`src/rtl/bp_common_pkg.sv`:
```
// Shared CLINT definitions: register offsets, access size encoding,
// request bundle and the 64-bit half-word helpers.
package bp_common_pkg;

  localparam int clint_addr_width_gp = 40;
  localparam int clint_data_width_gp = 64;

  localparam logic [39:0] clint_dev_base_addr_gp   = 40'h00_0030_0000;
  localparam logic [19:0] clint_mipi_offset_gp     = 20'h0_0000;
  localparam logic [19:0] clint_mtimecmp_offset_gp = 20'h0_4000;
  localparam logic [19:0] clint_mtime_offset_gp    = 20'h0_BFF8;

  typedef enum logic [1:0] {
    e_size_1b = 2'b00,
    e_size_2b = 2'b01,
    e_size_4b = 2'b10,
    e_size_8b = 2'b11
  } bp_clint_size_e;

  typedef enum logic [1:0] {
    e_sel_none     = 2'b00,
    e_sel_msip     = 2'b01,
    e_sel_mtimecmp = 2'b10,
    e_sel_mtime    = 2'b11
  } bp_clint_sel_e;

  typedef struct packed {
    logic                           we;
    logic [clint_addr_width_gp-1:0] addr;
    bp_clint_size_e                 size;
    logic [clint_data_width_gp-1:0] data;
  } bp_clint_req_s;

  // New value of a 64-bit register after an 8B store or a 4B store to one half.
  function automatic logic [63:0] clint_merge64(input logic [63:0] old_val,
                                                input logic [63:0] wr_data,
                                                input logic        is_8b,
                                                input logic        hi);
    logic [63:0] v;
    if (is_8b) begin
      v = wr_data;
    end else if (hi) begin
      v = {wr_data[31:0], old_val[31:0]};
    end else begin
      v = {old_val[63:32], wr_data[31:0]};
    end
    return v;
  endfunction

  // Load view of a 64-bit register: whole value, or one zero-extended half.
  function automatic logic [63:0] clint_read64(input logic [63:0] val,
                                               input logic        is_8b,
                                               input logic        hi);
    logic [63:0] v;
    if (is_8b) begin
      v = val;
    end else if (hi) begin
      v = {32'h0000_0000, val[63:32]};
    end else begin
      v = {32'h0000_0000, val[31:0]};
    end
    return v;
  endfunction

endpackage

```
`src/rtl/bp_clint_slice_decode.sv`:
```
// Combinational CLINT offset/size decode: picks the register, the core
// index and the 32-bit half, and flags unmapped or illegal accesses.
module bp_clint_decode
  import bp_common_pkg::*;
#(
  parameter int num_core_p = 1
) (
  input  logic [19:0]    i_offset,
  input  bp_clint_size_e i_size,
  output bp_clint_sel_e  o_sel,
  output logic [3:0]     o_idx,
  output logic           o_hi,
  output logic           o_is_8b,
  output logic           o_err
);

  localparam logic [11:0] num_core_lp = 12'(num_core_p);

  bp_clint_sel_e w_sel;
  logic          w_in_range;
  logic          w_size_ok;
  logic [3:0]    w_idx;
  logic          w_size64_ok;

  // 64-bit registers take 8B naturally aligned or 4B word aligned accesses.
  assign w_size64_ok = ((i_size == e_size_8b) && (i_offset[2:0] == 3'b000))
                    || ((i_size == e_size_4b) && (i_offset[1:0] == 2'b00));

  // Region select, index range and size legality.
  always_comb begin
    w_sel      = e_sel_none;
    w_in_range = 1'b0;
    w_size_ok  = 1'b0;
    w_idx      = 4'h0;
    if (i_offset[19:14] == clint_mipi_offset_gp[19:14]) begin
      w_sel      = e_sel_msip;
      w_in_range = (i_offset[13:2] < num_core_lp) && (i_offset[1:0] == 2'b00);
      w_size_ok  = (i_size == e_size_4b);
      w_idx      = i_offset[5:2];
    end else if (i_offset[19:14] == clint_mtimecmp_offset_gp[19:14]) begin
      w_sel      = e_sel_mtimecmp;
      w_in_range = ({1'b0, i_offset[13:3]} < num_core_lp);
      w_size_ok  = w_size64_ok;
      w_idx      = i_offset[6:3];
    end else if (i_offset[19:3] == clint_mtime_offset_gp[19:3]) begin
      w_sel      = e_sel_mtime;
      w_in_range = 1'b1;
      w_size_ok  = w_size64_ok;
      w_idx      = 4'h0;
    end else begin
      w_sel      = e_sel_none;
    end
  end

  assign o_err   = ~((w_sel != e_sel_none) && w_in_range && w_size_ok);
  assign o_sel   = o_err ? e_sel_none : w_sel;
  assign o_idx   = w_idx;
  assign o_hi    = i_offset[2];
  assign o_is_8b = (i_size == e_size_8b);

endmodule

```
`src/rtl/bp_clint_slice.sv`:
```
// CLINT device: msip, mtimecmp and mtime registers behind a one-deep
// request/response port, driving software and timer interrupts per core.
module bp_clint_slice
  import bp_common_pkg::*;
#(
  parameter int num_core_p   = 1,
  parameter int addr_width_p = 40,
  parameter int data_width_p = 64
) (
  input  logic                    clk_i,
  input  logic                    reset_n_i,
  input  logic                    rtc_tick_i,
  input  logic                    in_v_i,
  output logic                    in_ready_o,
  input  logic                    in_we_i,
  input  logic [addr_width_p-1:0] in_addr_i,
  input  logic [1:0]              in_size_i,
  input  logic [data_width_p-1:0] in_data_i,
  output logic                    resp_v_o,
  input  logic                    resp_yumi_i,
  output logic [data_width_p-1:0] resp_data_o,
  output logic                    resp_err_o,
  output logic [num_core_p-1:0]   software_irq_o,
  output logic [num_core_p-1:0]   timer_irq_o
);

  localparam logic [0:0] IDLE = 1'b0;
  localparam logic [0:0] RESP = 1'b1;

  bp_clint_req_s  w_req;
  bp_clint_sel_e  w_sel;
  logic [3:0]     w_idx;
  logic           w_hi;
  logic           w_is_8b;
  logic           w_err;
  logic           w_accept;
  logic           w_yumi;
  logic           w_store;
  logic [63:0]    w_cmp_sel;
  logic [63:0]    w_rd_data;
  logic           w_unused_addr;

  logic [0:0]      r_state;
  logic            r_ready;
  logic            r_resp_v;
  logic [63:0]     r_resp_data;
  logic            r_resp_err;
  logic [63:0]     r_mtime;
  logic [63:0]     r_mtimecmp [num_core_p];
  logic [num_core_p-1:0] r_msip;
  logic [num_core_p-1:0] r_timer_irq;

  assign w_req.we   = in_we_i;
  assign w_req.addr = clint_addr_width_gp'(in_addr_i);
  assign w_req.size = bp_clint_size_e'(in_size_i);
  assign w_req.data = clint_data_width_gp'(in_data_i);

  // The upstream decoder already steered by the window; only the offset matters.
  assign w_unused_addr = ^(w_req.addr[39:20] ^ clint_dev_base_addr_gp[39:20]);

  bp_clint_decode #(
    .num_core_p(num_core_p)
  ) u_decode (
    .i_offset(w_req.addr[19:0]),
    .i_size  (w_req.size),
    .o_sel   (w_sel),
    .o_idx   (w_idx),
    .o_hi    (w_hi),
    .o_is_8b (w_is_8b),
    .o_err   (w_err)
  );

  assign w_accept = in_v_i & r_ready;
  assign w_yumi   = (r_state == RESP) & resp_yumi_i;
  assign w_store  = w_accept & w_req.we & ~w_err;

  // Load data mux over the current (pre-edge) register values.
  always_comb begin
    w_cmp_sel = 64'hFFFF_FFFF_FFFF_FFFF;
    w_rd_data = 64'h0;
    for (int i = 0; i < num_core_p; i++) begin
      w_cmp_sel = (w_idx == 4'(i)) ? r_mtimecmp[i] : w_cmp_sel;
    end
    case (w_sel)
      e_sel_msip: begin
        for (int i = 0; i < num_core_p; i++) begin
          w_rd_data = (w_idx == 4'(i)) ? {63'h0, r_msip[i]} : w_rd_data;
        end
      end
      e_sel_mtimecmp: w_rd_data = clint_read64(w_cmp_sel, w_is_8b, w_hi);
      e_sel_mtime:    w_rd_data = clint_read64(r_mtime, w_is_8b, w_hi);
      default:        w_rd_data = 64'h0;
    endcase
  end

  // Two-state request FSM; ready is low during reset and while a response waits.
  always_ff @(posedge clk_i or negedge reset_n_i) begin
    if (!reset_n_i) begin
      r_state <= IDLE;
      r_ready <= 1'b0;
    end else if (w_accept) begin
      r_state <= RESP;
      r_ready <= 1'b0;
    end else if (w_yumi) begin
      r_state <= IDLE;
      r_ready <= 1'b1;
    end else begin
      r_ready <= (r_state == IDLE);
    end
  end

  // Response capture at accept, held until consumed.
  always_ff @(posedge clk_i or negedge reset_n_i) begin
    if (!reset_n_i) begin
      r_resp_v    <= 1'b0;
      r_resp_data <= 64'h0;
      r_resp_err  <= 1'b0;
    end else if (w_accept) begin
      r_resp_v    <= 1'b1;
      r_resp_data <= w_req.we ? 64'h0 : w_rd_data;
      r_resp_err  <= w_err;
    end else if (w_yumi) begin
      r_resp_v    <= 1'b0;
      r_resp_data <= 64'h0;
      r_resp_err  <= 1'b0;
    end
  end

  // mtime: a store wins over a same-cycle tick; ticks wrap naturally.
  always_ff @(posedge clk_i or negedge reset_n_i) begin
    if (!reset_n_i) begin
      r_mtime <= 64'h0;
    end else if (w_store && (w_sel == e_sel_mtime)) begin
      r_mtime <= clint_merge64(r_mtime, w_req.data, w_is_8b, w_hi);
    end else if (rtc_tick_i) begin
      r_mtime <= r_mtime + 64'd1;
    end
  end

  // Per-core mtimecmp and msip stores.
  always_ff @(posedge clk_i or negedge reset_n_i) begin
    if (!reset_n_i) begin
      for (int i = 0; i < num_core_p; i++) begin
        r_mtimecmp[i] <= 64'hFFFF_FFFF_FFFF_FFFF;
        r_msip[i]     <= 1'b0;
      end
    end else begin
      for (int i = 0; i < num_core_p; i++) begin
        if (w_store && (w_sel == e_sel_mtimecmp) && (w_idx == 4'(i))) begin
          r_mtimecmp[i] <= clint_merge64(r_mtimecmp[i], w_req.data, w_is_8b, w_hi);
        end
        if (w_store && (w_sel == e_sel_msip) && (w_idx == 4'(i))) begin
          r_msip[i] <= w_req.data[0];
        end
      end
    end
  end

  // Registered timer compare; follows mtime/mtimecmp one cycle later.
  always_ff @(posedge clk_i or negedge reset_n_i) begin
    if (!reset_n_i) begin
      r_timer_irq <= '0;
    end else begin
      for (int i = 0; i < num_core_p; i++) begin
        r_timer_irq[i] <= (r_mtime >= r_mtimecmp[i]);
      end
    end
  end

  assign in_ready_o     = r_ready;
  assign resp_v_o       = r_resp_v;
  assign resp_data_o    = data_width_p'(r_resp_data);
  assign resp_err_o     = r_resp_err;
  assign software_irq_o = r_msip;
  assign timer_irq_o    = r_timer_irq;

endmodule

```
`config.mk`:
```
export PLATFORM = sky130hd
export DESIGN_NAME = bp_clint_slice
export DESIGN_NICKNAME = d
export VERILOG_FILES = /design/src/rtl/bp_common_pkg.sv /design/src/rtl/bp_clint_slice_decode.sv /design/src/rtl/bp_clint_slice.sv
export SDC_FILE = /design/constraint.sdc
export NUM_CORES = 1
export LEC_CHECK = 0
export CORE_MARGIN = 2
export CORE_UTILIZATION = 40
export CTS_CLUSTER_SIZE = 12
export DETAILED_ROUTE_END_ITERATION = 8
export DONT_BUFFER_PORTS = 1
export GPL_TIMING_DRIVEN = 0
export PLACE_DENSITY = 0.56
export SYNTH_ARGS = -nofsm -noshare
export SYNTH_HDL_FRONTEND = slang
export SYNTH_SLANG_ARGS = --single-unit
```
`constraint.sdc`:
```
create_clock -name clk_i -period 3.65 [get_ports clk_i]
set_input_delay 0.1825 -clock clk_i [delete_from_list [all_inputs] [get_ports clk_i]]
set_output_delay 0.1825 -clock clk_i [all_outputs]
set_load 0.05 [all_outputs]
```
### After elaboration in Yosys (flattened, before gate mapping)

Cells that the tools add are included.

| cells by class | value |
|---|---|
| reductions and logical operators | 23 |
| $lt $le $gt $ge | 3 |
| add/subtract/negate cells | 1 |
| equality and inequality tests | 10 |
| bitwise gates (word level) | 6 |
| multiplexer cells | 31 |

Operators by type and width:

| kind | count |
|---|---|
| 2-to-1 mux 64 bit | 10 |
| case mux 64 bit (3 select lines) | 1 |
| adder 64 x 1 -> 64 bit, second input constant | 1 |
| greater-or-equal comparator 64 bit | 1 |
| 2-to-1 mux 32 bit | 2 |
| == test 17 x 13 -> 1 bit, second input constant | 1 |
| less-than comparator 12 x 1 -> 1 bit, second input constant | 1 |
| 2-to-1 mux 1 bit | 12 |
| less-than comparator 11 x 1 -> 1 bit, second input constant | 1 |
| logical AND 1 bit | 10 |
| == test 2 bit, second input constant | 4 |
| 2-to-1 mux 2 bit | 4 |
| 2-to-1 mux 4 bit | 2 |
| AND reduction 2 bit | 4 |
| nonzero test 2 bit | 4 |
| == test 6 x 1 -> 1 bit, second input constant | 1 |
| logical NOT 6 bit | 1 |
| != test 3 x 2 -> 1 bit, second input constant | 2 |
| bitwise AND 1 bit | 4 |
| logical NOT 4 bit | 1 |
| logical NOT 3 bit | 1 |
| == test 2 x 1 -> 1 bit, second input constant | 1 |
| logical NOT 2 bit | 1 |
| != test 2 x 1 -> 1 bit, second input constant | 1 |
| 2 further kinds | 3 |

| word-level totals | value |
|---|---|
| output and inout port bits | 69 |
| bits in registers | 197 |
| bits of input ports | 112 |

### Longest topological paths before layout

| depth | value |
|---|---|
| depth after elaboration | 12 |
| mapped depth | 9 |
| depth with buffers taken out | 8 |

### Hierarchy

Synthesis repeated with hierarchy kept, for this count alone.

| unflattened totals | value |
|---|---|
| cells, all modules | 1393 |
| area total of the unflattened synthesis | 12300.5 µm² |

Modules (own cells, without submodules):

| module | times used | cells each | area each (µm²) |
|---|---|---|---|
| bp_clint_slice | 1 | 1346 | 11959.0 |
| bp_clint_decode | 1 | 47 | 341.6 |

### Least setup slack after synthesis

OpenSTA, ideal clock, no wires.

| timing | value |
|---|---|
| path kind | reg-to-reg |
| start point | reg r_mtime[6] |
| end point | reg r_mtime[48] |
| stages on the path, launching flop included | 9 |
| path buffers | 2 |
| path slack | 1.401 ns |
| setup time | 0.126 ns |
| arrival time | 2.123 ns |
| clock period less this slack | 2.249 ns |
| cell sequence | dfrtp_1 and4_1 buf_4 nand3_4 or4_1 buf_6 o31ai_1 a21oi_1 a311o_1 |

| between the ends | value |
|---|---|
| word-level cells in the longest chain between the ends | 3 |

RTL lines:

| what | line | text |
|---|---|---|
| start, declared | bp_clint_slice.sv:48 | `logic [63:0] r_mtime;` |
| start signal, assigned | bp_clint_slice.sv:134 | `r_mtime <= clint_merge64(r_mtime, w_req.data, w_is_8b, w_hi);` |
| start signal, assigned | bp_clint_slice.sv:136 | `r_mtime <= r_mtime + 64'd1;` |
| adder 64 x 1 -> 64 bit | bp_clint_slice.sv:136 |  |
| 2-to-1 mux 64 bit | bp_clint_slice.sv:135 | `end else if (rtc_tick_i) begin` |
| 2-to-1 mux 64 bit | bp_clint_slice.sv:133 | `end else if (w_store && (w_sel == e_sel_mtime)) begin` |

Every way passes these cells. The select of a mux whose other input is x is not followed.
A chain may end at the register's enable or synchronous reset.

### Final worst setup path

| timing | value |
|---|---|
| start point | reg r_ready, in the netlist in_ready_o |
| end point | reg r_mtime[56] |

| between the ends | value |
|---|---|
| word-level cells in the longest chain between the ends | 6 |
| elaborated cells between the ends (all ways) | 8 |
| those cells by class | 1 x eq/ne; 1 x mux; 3 x bitwise; 3 x reduce/logical |

RTL lines:

| what | line | text |
|---|---|---|
| start, declared | bp_clint_slice.sv:44 | `logic r_ready;` |
| start signal, assigned | bp_clint_slice.sv:108 | `r_ready <= (r_state == IDLE);` |
| bitwise AND 1 bit (*) | bp_clint_slice.sv:73 | `assign w_accept = in_v_i & r_ready;` |
| bitwise AND 1 bit (*) (2 in a row) | bp_clint_slice.sv:75 | `assign w_store = w_accept & w_req.we & ~w_err;` |
| logical AND 1 bit (*) | bp_clint_slice.sv:133 |  |
| != test 3 x 2 -> 1 bit (no source line) / nonzero test 2 bit (equally long branches) | - |  |
| AND reduction 2 bit (no source line) | - |  |

Mark *: on every way between the ends. The rest lies on a longest branch, timed or not.

==> flow_summary.ini <==
[pwr]
internal-power_mw = 3.46
p_per_area_nw_per_um2 = 341
p_leak_nw = 5.59
swShare = 0.286
switching_power_mw = 1.39
pwr-share-comb = 0.123
p_clk_frac = 0.394
ir_drop_v = 0.000357
seqPwrFrac = 0.483

[floorplanning]
core-area_sq_um = 30700
initial_utilization = 0.408
io_pins = 181
die_w_microns = 181
die_h_microns = 181
placementRows = 64
dieArea_sq_um = 32700

[worst_setup_path]
path_cells = and3_1, o21ai_0, nor3_4, clkbuf_1, nor3_1, a221oi_1
worst-path-buf-inv = 1
critPathTopFamily = simple AND/OR/NAND/NOR gates
end_kind = register
slowest_stage = clkbuf_1
worstSetupPathType = register to register
critPathMaxFanout = 10
startpoint_type = register
arrival_ns = 3.88
critPathMaxStageDelay_ns = 0.83
crit_required_ns = 4.02

[global_routing]
antenna_found_initial = 4
grt.total_usage = 0.329
overflow = 0
first_global_vias = 12100
grt_start_max_net_pins = 198
grt_pass1_wl_mm = 79.7

[clocking]
cts_num_sinks = 197
hold_buffers = 62
clk_pin_slew_ns = 0.07
clockBufferDepth = 2
h-tree-depth = 4
clk_latency_ns = 0.47
tritoncts = built
numCtsBuffers = 17
cts-root-buf = clkbuf_16
cts_setup_buffers = 0

[logic_synthesis]
syn_nets = 1630
ys_warn_count = 0
ys_top_cells_by_area = dfrtp_1 27%, dfstp_2 13%, ha_1 6.5%
synth_top_family_by_area = compound AO/OA/AOI/OAI gates
synthTopCellsByCount = 207 x nand2_1, 136 x a21oi_1, 133 x dfrtp_1
ys_ff_latch = 197
ys.flop_type = dfrtp_1
async_reset_ff_frac = 1.00
synth-edff-count = 0
syn_inst = 1453
synth-xor-area-share = 0.00630
synth.cell_area_sq_um = 12500
yosysUniqueCellTypes = 81
synth_top_area_cell = dfrtp_1
synthSimpleGateAreaFrac = 0.191
synthAdderAreaFrac = 0.0650
yosysMostFrequentCell = nand2_1
seq_area_frac_synth = 0.400
synthMuxAreaShare = 0.0375
synth_compound_area_frac = 0.240
synth_top_area_frac = 0.266
avgSynthCellArea_sq_um = 8.61

[detailed_routing]
vias_per_cell = 6.44
via_count = 12500
post_drt_wl_per_cell_microns = 27.9
drc = 0
dr.pass1.iters = 6
wl_mm = 54.4
postRouteAntennaNets = 0
drtIter0Drc = 1541

[placement]
place_hpwl_mm = 38.6
placed_cell_area_sq_um = 13000
gp_congestion = 0.980
io_buffers = 0

[timing]
timing.fmax_mhz = 285
finalCritPeriodShare = 0.962
hold_slack_ns = -0.587
setup_viol = 0
setup_tns_ns = 0
hold_viol = 197
grt_setup_unrepaired = no
worst_pin_slew_ns = 1.10
min_period_ns = 3.51
slew_viol_final = 0
skew_ns = 0.0135
slew-limit-headroom = 0.265

[outcome]
violations = negative hold slack
outcome = finished with violations

[cells_and_area]
nFillCells = 3017
nets = 1712
drive_gt1_frac = 0.118
regArea_sq_um = 5010
fin_area_sq_um = 14200
multi_input_area_sq_um = 6770
area_delta_synth_final_pct = 13.6

[min_path]
hold_class = input port to async pin

[flow_run]
max_cap_violations = 0
-- metrics by stage --
stage	util	setup WS [ns]	instances	hold slack, ns	total power [mW]
after floorplan	-	1.40	1453	-0.113	2.68
after global placement	0.424	0.0433	1849	-0.105	2.87
after detailed placement	0.424	0.124	1850	-0.107	2.88
after CTS	0.463	0.120	1944	-0.596	4.85
after global routing	0.464	0.0768	1946	-0.596	5.00
final	0.464	0.139	1947	-0.587	4.85
-- flip-flops by register name, indices dropped and copies added, names as in the netlist --
register / cells
resp_v_o: 1
timer_irq_o: 1
r_mtimecmp: 64
software_irq_o: 1
in_ready_o: 1
resp_data_o: 64
resp_err_o: 1
r_mtime: 64
-- cell families after synthesis --
logic type / count (synthesis)
AOI/OAI and AO/OA: 474
adders and majority gates: 65
and+or+nand+nor: 489
muxes: 43
DFF: 197
buffers and inverters: 176
xor gates and xnor gates: 9
-- power groups by stage --
stage          sequential (mW)  clock (mW)  combinational, mW
2_1_floorplan             2.35           0              0.335
3_3_place_gp              2.37           0              0.497
3_5_place_dp              2.37           0              0.502
4_1_cts                   2.33        1.93              0.582
5_1_grt                   2.34        2.02              0.637
6_report                  2.34        1.91              0.597
-- metal layers --
metal	track usage	share of wire	up-vias
met2	0.512	0.45	701
met3	0.0778	0.10	131
met1	0.431	0.40	6232
met4	0.156	0.046	2
li1	-	-	5476
met5	0	0.00029	-
-- layout make-up --
type	instances	area share
inverter	78	0.0206
tap	396	0.0348
sequential	197	0.352
clock inverter	7	0.00502
clock buffer	25	0.0348
timing repair buffer	63	0.0442
buffer	98	0.0318
multi-input combinational	1080	0.476
antenna	3	0.000528
-- repair_timing --
action                                  in CTS  in global routing
gates resized for setup                      0                  1
endpoints found under the setup margin       0                  1
hold endpoints to repair                   302                197
-- placed cells by master, fill, tap and decap left out, types with 8 or more instances in the layout --
cell type / n
clkbuf_1: 72
mux2_2: 31
o21ai_0: 113
a21o_1: 8
and3_1: 47
dfstp_2: 64
xnor2_1: 8
nand4_1: 22
a32o_1: 8
dfrtp_1: 133
a21oi_1: 136
nor3_1: 28
nand2_1: 207
inv_1: 78
a211oi_1: 20
nand3_1: 32
clkbuf_16: 17
dlygate4sd3_1: 62
a22oi_1: 39
mux2i_1: 12
o21ai_1: 19
nor2_1: 95
o211ai_1: 46
a311oi_1: 12
ha_1: 65
buf_2: 16
-- final timing paths --
| kind | start | to | slack (ns) | cells after the start |
|---|---|---|---|---|
| setup reg to reg | in_ready_o | r_mtime[56] | 0.14 | 6 |
| hold / removal | reset_n_i | resp_data_o[59] | -0.59 | 0 |
| hold reg to reg | r_mtimecmp[32] | r_mtimecmp[32] | 0.49 | 2 |
| setup / recovery | in_ready_o | r_mtime[56] | 0.14 | 6 |
| min in group clk_i | in_data_i[42] | r_mtimecmp[42] | 0 | 2 |
| max in group asynchronous | reset_n_i | r_mtimecmp[15] | 3.89 | 0 |
No activity file was read; power rests on OpenSTA's default activity.
